===== config.mk =====
export PLATFORM = sky130hd
export DESIGN_NAME = fifo
export DESIGN_NICKNAME = d
export VERILOG_FILES = /design/src/rtl/fifo.sv
export SDC_FILE = /design/constraint.sdc
export NUM_CORES = 1
export LEC_CHECK = 0
export CAP_MARGIN = 0
export CORE_ASPECT_RATIO = 0.75
export CORE_MARGIN = 2
export CORE_UTILIZATION = 30
export CTS_CLUSTER_DIAMETER = 200
export DETAILED_ROUTE_END_ITERATION = 8
export PLACE_DENSITY_LB_ADDON = 0.05
export SYNTH_ARGS = -nofsm -noshare
export SYNTH_HDL_FRONTEND = slang
export SYNTH_HIERARCHICAL = 1
export SYNTH_SLANG_ARGS = --single-unit
export TNS_END_PERCENT = 100

===== constraint.sdc =====
create_clock -name clk -period 1.8 [get_ports clk]
set_input_delay 0.36 -clock clk [delete_from_list [all_inputs] [get_ports clk]]
set_output_delay 0.36 -clock clk [all_outputs]
set_load 0.1 [all_outputs]

===== src/rtl/fifo.sv =====
// ---------------------------------------------------------------------------
// fifo : 4-word x 8-bit synchronous single-clock FIFO, first-word-fall-through.
//
// The oldest stored word is always visible on data_out, so a consumer can
// look at the head of the queue before deciding to pop it. Used as a small
// rate-decoupling buffer between two blocks in the same clock domain.
//
// Ports
//   clk      in   1      system clock, rising edge
//   rst_n    in   1      asynchronous active-low reset
//   data_in  in   WIDTH  write data, captured when a write is accepted
//   wr_en    in   1      write request (ignored while full)
//   rd_en    in   1      pop request (ignored while empty)
//   data_out out  WIDTH  word at the head of the queue
//   full     out  1      word_count == DEPTH
//   empty    out  1      word_count == 0
// ---------------------------------------------------------------------------

// Storage array: synchronous write port, combinational read port.
// Every entry clears on reset so data_out reads 0 straight out of reset.
module fifo_mem #(
  parameter int WIDTH  = 8,
  parameter int DEPTH  = 4,
  parameter int ADDR_W = 2
) (
  input  logic              clk,
  input  logic              rst_n,
  input  logic              we,
  input  logic [ADDR_W-1:0] waddr,
  input  logic [WIDTH-1:0]  wdata,
  input  logic [ADDR_W-1:0] raddr,
  output logic [WIDTH-1:0]  rdata
);

  logic [WIDTH-1:0] mem [0:DEPTH-1];

  // Write port; the reset clears the whole array, not just the pointers.
  always_ff @(posedge clk or negedge rst_n) begin
    if (!rst_n) begin
      for (int i = 0; i < DEPTH; i++) begin
        mem[i] <= '0;
      end
    end else if (we) begin
      mem[waddr] <= wdata;
    end
  end

  // Read port is asynchronous, which gives the zero-latency head view.
  assign rdata = mem[raddr];

endmodule

module fifo #(
  parameter int WIDTH  = 8,
  parameter int DEPTH  = 4,
  parameter int ADDR_W = 2
) (
  input  logic             clk,
  input  logic             rst_n,
  input  logic [WIDTH-1:0] data_in,
  input  logic             wr_en,
  input  logic             rd_en,
  output logic [WIDTH-1:0] data_out,
  output logic             full,
  output logic             empty
);

  localparam logic [ADDR_W:0] COUNT_FULL = (ADDR_W+1)'(DEPTH);

  logic [ADDR_W-1:0] wr_pointer;
  logic [ADDR_W-1:0] rd_pointer;
  logic [ADDR_W:0]   word_count;

  logic w_wrAccept;
  logic w_rdAccept;

  // Requests against the wrong flag are dropped here, so nothing downstream
  // ever sees an overflowing write or an underflowing read.
  assign full       = (word_count == COUNT_FULL);
  assign empty      = (word_count == '0);
  assign w_wrAccept = wr_en & ~full;
  assign w_rdAccept = rd_en & ~empty;

  fifo_mem #(
    .WIDTH (WIDTH),
    .DEPTH (DEPTH),
    .ADDR_W(ADDR_W)
  ) mem1 (
    .clk  (clk),
    .rst_n(rst_n),
    .we   (w_wrAccept),
    .waddr(wr_pointer),
    .wdata(data_in),
    .raddr(rd_pointer),
    .rdata(data_out)
  );

  // Pointers wrap naturally because DEPTH is a power of two.
  always_ff @(posedge clk or negedge rst_n) begin
    if (!rst_n) begin
      wr_pointer <= '0;
      rd_pointer <= '0;
    end else begin
      if (w_wrAccept) wr_pointer <= wr_pointer + 1'b1;
      if (w_rdAccept) rd_pointer <= rd_pointer + 1'b1;
    end
  end

  // Occupancy only moves when exactly one side is accepted; a simultaneous
  // push and pop leaves it unchanged.
  always_ff @(posedge clk or negedge rst_n) begin
    if (!rst_n) begin
      word_count <= '0;
    end else begin
      case ({w_wrAccept, w_rdAccept})
        2'b10:   word_count <= word_count + 1'b1;
        2'b01:   word_count <= word_count - 1'b1;
        default: word_count <= word_count;
      endcase
    end
  end

endmodule


# [Yosys cells after proc, flatten, opt, wreduce, memory -nomap -nowiden]
# Cells that the tools add are included.
[totals] ff_bits=39 inputBits=12 wordCells=33
[op_classes] addsub=4 magnitude_cmp=3 eq_ne=3 muxes=7 bitwise_logic=6 reduce_logical=3
[op_table] operator="32-bit bitwise mux" count=1
[op_table] operator="8-bit 2-to-1 mux" count=3
[op_table] operator="8-bit binary-select mux with 2-bit select" count=1
[op_table] operator="8-bit demux with 2-bit select" count=1
[op_table] operator="3-bit greater-or-equal comparator (second input constant)" count=2
[op_table] operator="2-bit inverter with 3-bit output" count=2
[op_table] operator="3-bit case mux with 2 select lines" count=1
[op_table] operator="2-bit by 1-bit adder with 2-bit output (second input constant)" count=2
[op_table] operator="3-bit by 1-bit adder with 3-bit output (second input constant)" count=1
[op_table] operator="3-bit equality test (second input constant)" count=1
[op_table] operator="3-bit logical NOT" count=1
[op_table] operator="3-bit by 1-bit less-than comparator with 1-bit output (second input constant)" count=1
[op_table] operator="3-bit by 1-bit subtractor with 3-bit output (second input constant)" count=1
[op_table] operator="1-bit bitwise AND" count=2
[op_table] operator="2-bit by 1-bit equality test with 1-bit output (second input constant)" count=1
[op_table] operator="2-bit equality test (second input constant)" count=1
[op_table] operator="1-bit inverter" count=2
[op_table] operator="2-bit nonzero test" count=1
[op_table] operator="1-bit logical AND" count=1

# [Longest topological paths before layout]
[depth] ltp_word=6 ltp_mapped=8 ltp_nobuf=8

# [Modules after synthesis]
# The synthesis kept the hierarchy.
[by_module_without_submodules] module="fifo_mem" n_inst=1 cells_each=78 area_each_um2=1401.3
[by_module_without_submodules] module="fifo" n_inst=1 cells_each=29 area_each_um2=350.3

# [Worst setup path after synthesis]
# Ideal clock, no wire load.
[synth_path] path_type="reg2reg" startpoint="reg word_count[0]" endpoint="reg word_count[2]" t_arrival_ps=3025 required_time_ps=1721 slack_ps=-1304 stages_incl_launch_ff=9 synth_period_minus_slack_ps=3104 cell_sequence="dfrtp_1 nor3b_2 nand2b_4 ha_1 inv_1 fa_1 xor2_1 nor2_1 xor2_1"
[synth_via] elab_chain_cells=5
[synth_rtl] element="from (decl)" line_no="72" rtl="logic [ADDR_W:0] word_count;"
[synth_rtl] element="from (signal assigned)" line_no="116" rtl="2'b10: word_count <= word_count + 1'b1;"
[synth_rtl] element="from (signal assigned)" line_no="117" rtl="2'b01: word_count <= word_count - 1'b1;"
[synth_rtl] element="from (signal assigned)" line_no="118" rtl="default: word_count <= word_count;"
[synth_rtl] element="3-bit equality test *" line_no="79" rtl="assign full = (word_count == COUNT_FULL);"
[synth_rtl] element="net full" line_no="64" rtl="output logic full,"
[synth_rtl] element="1-bit inverter *" line_no="81" rtl="assign w_wrAccept = wr_en & ~full;"
[synth_rtl] element="1-bit bitwise AND *" line_no="81"
[synth_rtl] element="2-bit by 1-bit equality test with 1-bit output / 2-bit equality test (equally long branches)" line_no="115" rtl="case ({w_wrAccept, w_rdAccept})"
[synth_rtl] element="3-bit case mux with 2 select lines / 2-bit nonzero test (equally long branches)"
# The timed path passes the listed nets; every way through them passes the cells marked *.
# A chain may end at the register's enable or synchronous reset.

# [Final worst setup path]
[layout_path] startpoint="reg rd_pointer[0]" endpoint="out data_out[0]"
[layout_via] elab_chain_cells=4
[layout_rtl] element="from (decl)" line_no="71" rtl="logic [ADDR_W-1:0] rd_pointer;"
[layout_rtl] element="from (signal assigned)" line_no="105" rtl="if (w_rdAccept) rd_pointer <= rd_pointer + 1'b1;"
[layout_rtl] element="2-bit inverter with 3-bit output (implied by the code)" line_no="49" rtl="assign rdata = mem[raddr];"
[layout_rtl] element="8-bit binary-select mux with 2-bit select" line_no="49"
[layout_rtl] element="8-bit 2-to-1 mux (implied by the code) (2 in a row)" line_no="49"
[layout_rtl] element="to (decl)" line_no="63" rtl="output logic [WIDTH-1:0] data_out,"
# No other way between the ends. The select of a mux whose other input is x is not followed.

==> reports/metrics.csv <==
stage,metric,value,unit
placement,place_area,2320,um2
critical_path,max_stage_delay,0.54,ns
yosys,ys_warn_count,6,
layout,drive_gt1_share,58.3,%
grt,grt_max_degree,20,
grt,gr-total-overflow,0,
critical_path,ff2ff_path_depth,8,
yosys,ys_types,20,
clocking,clkTransAtPathRegs,0.08,ns
routing,num_vias,1013,
die,die_x,92.2,um
routing,drt-total-wl,3.52,mm
die,coreArea,5740,um2
routing,viasPerCell,4.42,
layout,final_area,2500,um2
die,die_h,70.2,um
sta,min_period,1.92,ns
clocking,cts_sinks,39,
die,dieArea,6470,um2
clocking,cts-buffers-inserted,5,
routing,drc,0,
sta,setup_ws,-0.117,ns
sta,hold_viol,0,
yosys,netlist_area,1750,um2
critical_path,timing.rr.end,word_count[2],
grt,grt_pass1_wl,5.68,mm
critical_path,arrival,1.56,ns
sta,rsz0062_at_grt,true,
sta,period_share,106,%
sta,fmax,522,MHz
clocking,clock_latency,0.29,ns
clocking,cts-root-buf,clkbuf_8,
yosys,postSynthAreaPerCell,16.4,um2
yosys,yosysSeqAreaShare,55.7,%
critical_path,worstPathMaxFanout,5,
routing,antenna_left,0,
placement,io_buffers,21,
die,io_pins,22,
clocking,htreeDepth,2,
die,rows,24,
layout,areaGrowthSynthToFinish,42.6,%
yosys,ys_ff_latch,39,
flow_run,drv_cap,0,
sta,maxSlewViolCount,0,
critical_path,crit_type,register to primary output,
yosys,syn_inst,107,
run_status,status,"finished, violations left",
layout,fin_util,43.6,%
placement,gp_congestion,0.729,
critical_path,rrSetupSlack,0.02,ns
yosys,synth_top_area_share,55.7,%
sta,finalSetupViolCount,8,
critical_path,required,1.44,ns
grt,grt_pass1_vias,1132,
layout,num_antenna_cells,0,
critical_path,timing.rr.start,word_count[1],
die,start_util,30.5,%
sta,hold_ws,0.00973,ns
yosys,synth_largest_area_cell,dfrtp_1,
sta,skew,0.00844,ns
grt,track_usage,11.9,%
critical_path,cp_slowest_cell,mux4_2,
sta,relSlewSlack,70.2,%
routing,dr.pass1.iters,3,
layout,nets,164,
sta,tightest_slew,0.446,ns
yosys,synth_area_leaders,"dfrtp_1 56%, mux2_2 21%, mux4_2 10%, xor2_1 2.0%, xnor2_1 1.5%",
grt,grt_antenna_before_repair,0,
yosys,synthesis.nets,121,
critical_path,startpoint_type,register,
clocking,clk_path_buf_depth,2,
routing,drtIter0Drc,23,
clocking,tritoncts,done,
placement,place_hpwl,2.44,mm
sta,setup_tns,-0.813,ns
routing,wl_per_cell,15.4,um
critical_path,crit_chain,"buf_6, mux4_2, buf_12",
run_status,violations,setup timing,
critical_path,crit_path_end_kind,primary output,
hold_path,hp-class,input pin to asynchronous set/reset pin,
==> synthesized netlist by cell type, drive strengths merged <==
cell type / n
nand2b: 1
buf: 2
mux2: 32
o31a: 1
ha: 1
nor3: 1
nand2: 2
fa: 1
mux2i: 1
nor3b: 2
dfrtp: 39
inv: 4
xor2: 4
nand3b: 2
mux4: 8
nor2: 2
nand3: 1
xnor2: 3
==> layout by cell type (no fill, tap or decap), types with 2 or more instances in the layout <==
master            n
clkdlybuf4s50_1  10
xor2_1            4
clkbuf_8          7
inv_1             3
mux2_2           21
dfrtp_1          38
buf_4            12
xnor2_1           3
buf_12           11
mux2_4           11
nand2_1           2
nand3b_4          2
nor3b_4           2
buf_6             4
nor2_1            2
mux4_2            8
==> cell families (layout without fill, tap and decap cells) <==
group	after synthesis	count (layout)	synth area share (%)
mux	41	41	31.4
flops	39	39	55.7
simple gates	11	11	5.57
xor+xnor	7	7	3.50
buf+inv	6	50	1.36
fa+ha+maj	2	2	1.86
compound gates	1	1	0.571
==> registers in the layout (all words and copies together) (netlist names) <==
| register | cells |
|---|---|
| rd_pointer | 2 |
| mem1/mem | 32 |
| wr_pointer | 2 |
| word_count | 3 |
==> stage by stage <==
stage	setup slack [ns]	instances
after floorplan	-0.810	107
after global placement	-0.166	218
after detailed placement	-0.199	218
after CTS	-0.141	229
after global routing	-0.173	229
final	-0.117	229
==> cell type report <==
class                   instances  area, um2
fillers                       539       3240
flip-flops and latches         39        977
multi-input cells              62        845
repair buffers                 38        460
well taps                      78       97.6
clock buffers                   7       96.3
inverters                       4       15.0
clock inverters                 1       7.51
==> per-layer routing <==
metal	vias to the layer above	wire (um)	GRT usage, %
met5	-	0	0
met4	0	25	3.98
met3	2	142	3.88
met2	14	1650	18.7
met1	525	1700	15.6
li1	472	-	-
==> repair_timing <==
item / in CTS / in global routing
endpoints found under the setup margin: 9 / 33
hold buffers: 0 / 0
setup buffers: 3 / 0
hold endpoints to repair: 0 / 0
pin swaps: 2 / 0
gates resized for setup: 2 / 13
==> worst max-delay path: cells and delay by family, from the launching register on <==
| kind | cells | cell delay (ns) |
|---|---|---|
| DFF | 1 | 0.38 |
| muxes | 1 | 0.54 |
| buffers and inverters | 2 | 0.34 |
==> worst max path at each step <==
stage               slack (ns)           from            end  cells after the start
finish                   -0.12  rd_pointer[0]    data_out[0]                      3
global placement         -0.17          rd_en  word_count[2]                      8
floorplan                -0.81  word_count[0]  word_count[2]                      8
detailed placement       -0.20          rd_en  word_count[2]                      8
global route             -0.17  rd_pointer[0]    data_out[2]                      3
CTS                      -0.14  rd_pointer[0]    data_out[1]                      3
Power is left out: the tool's default activity adds up to more than one toggle a clock period on the data nets, which glitch-free logic cannot reach.
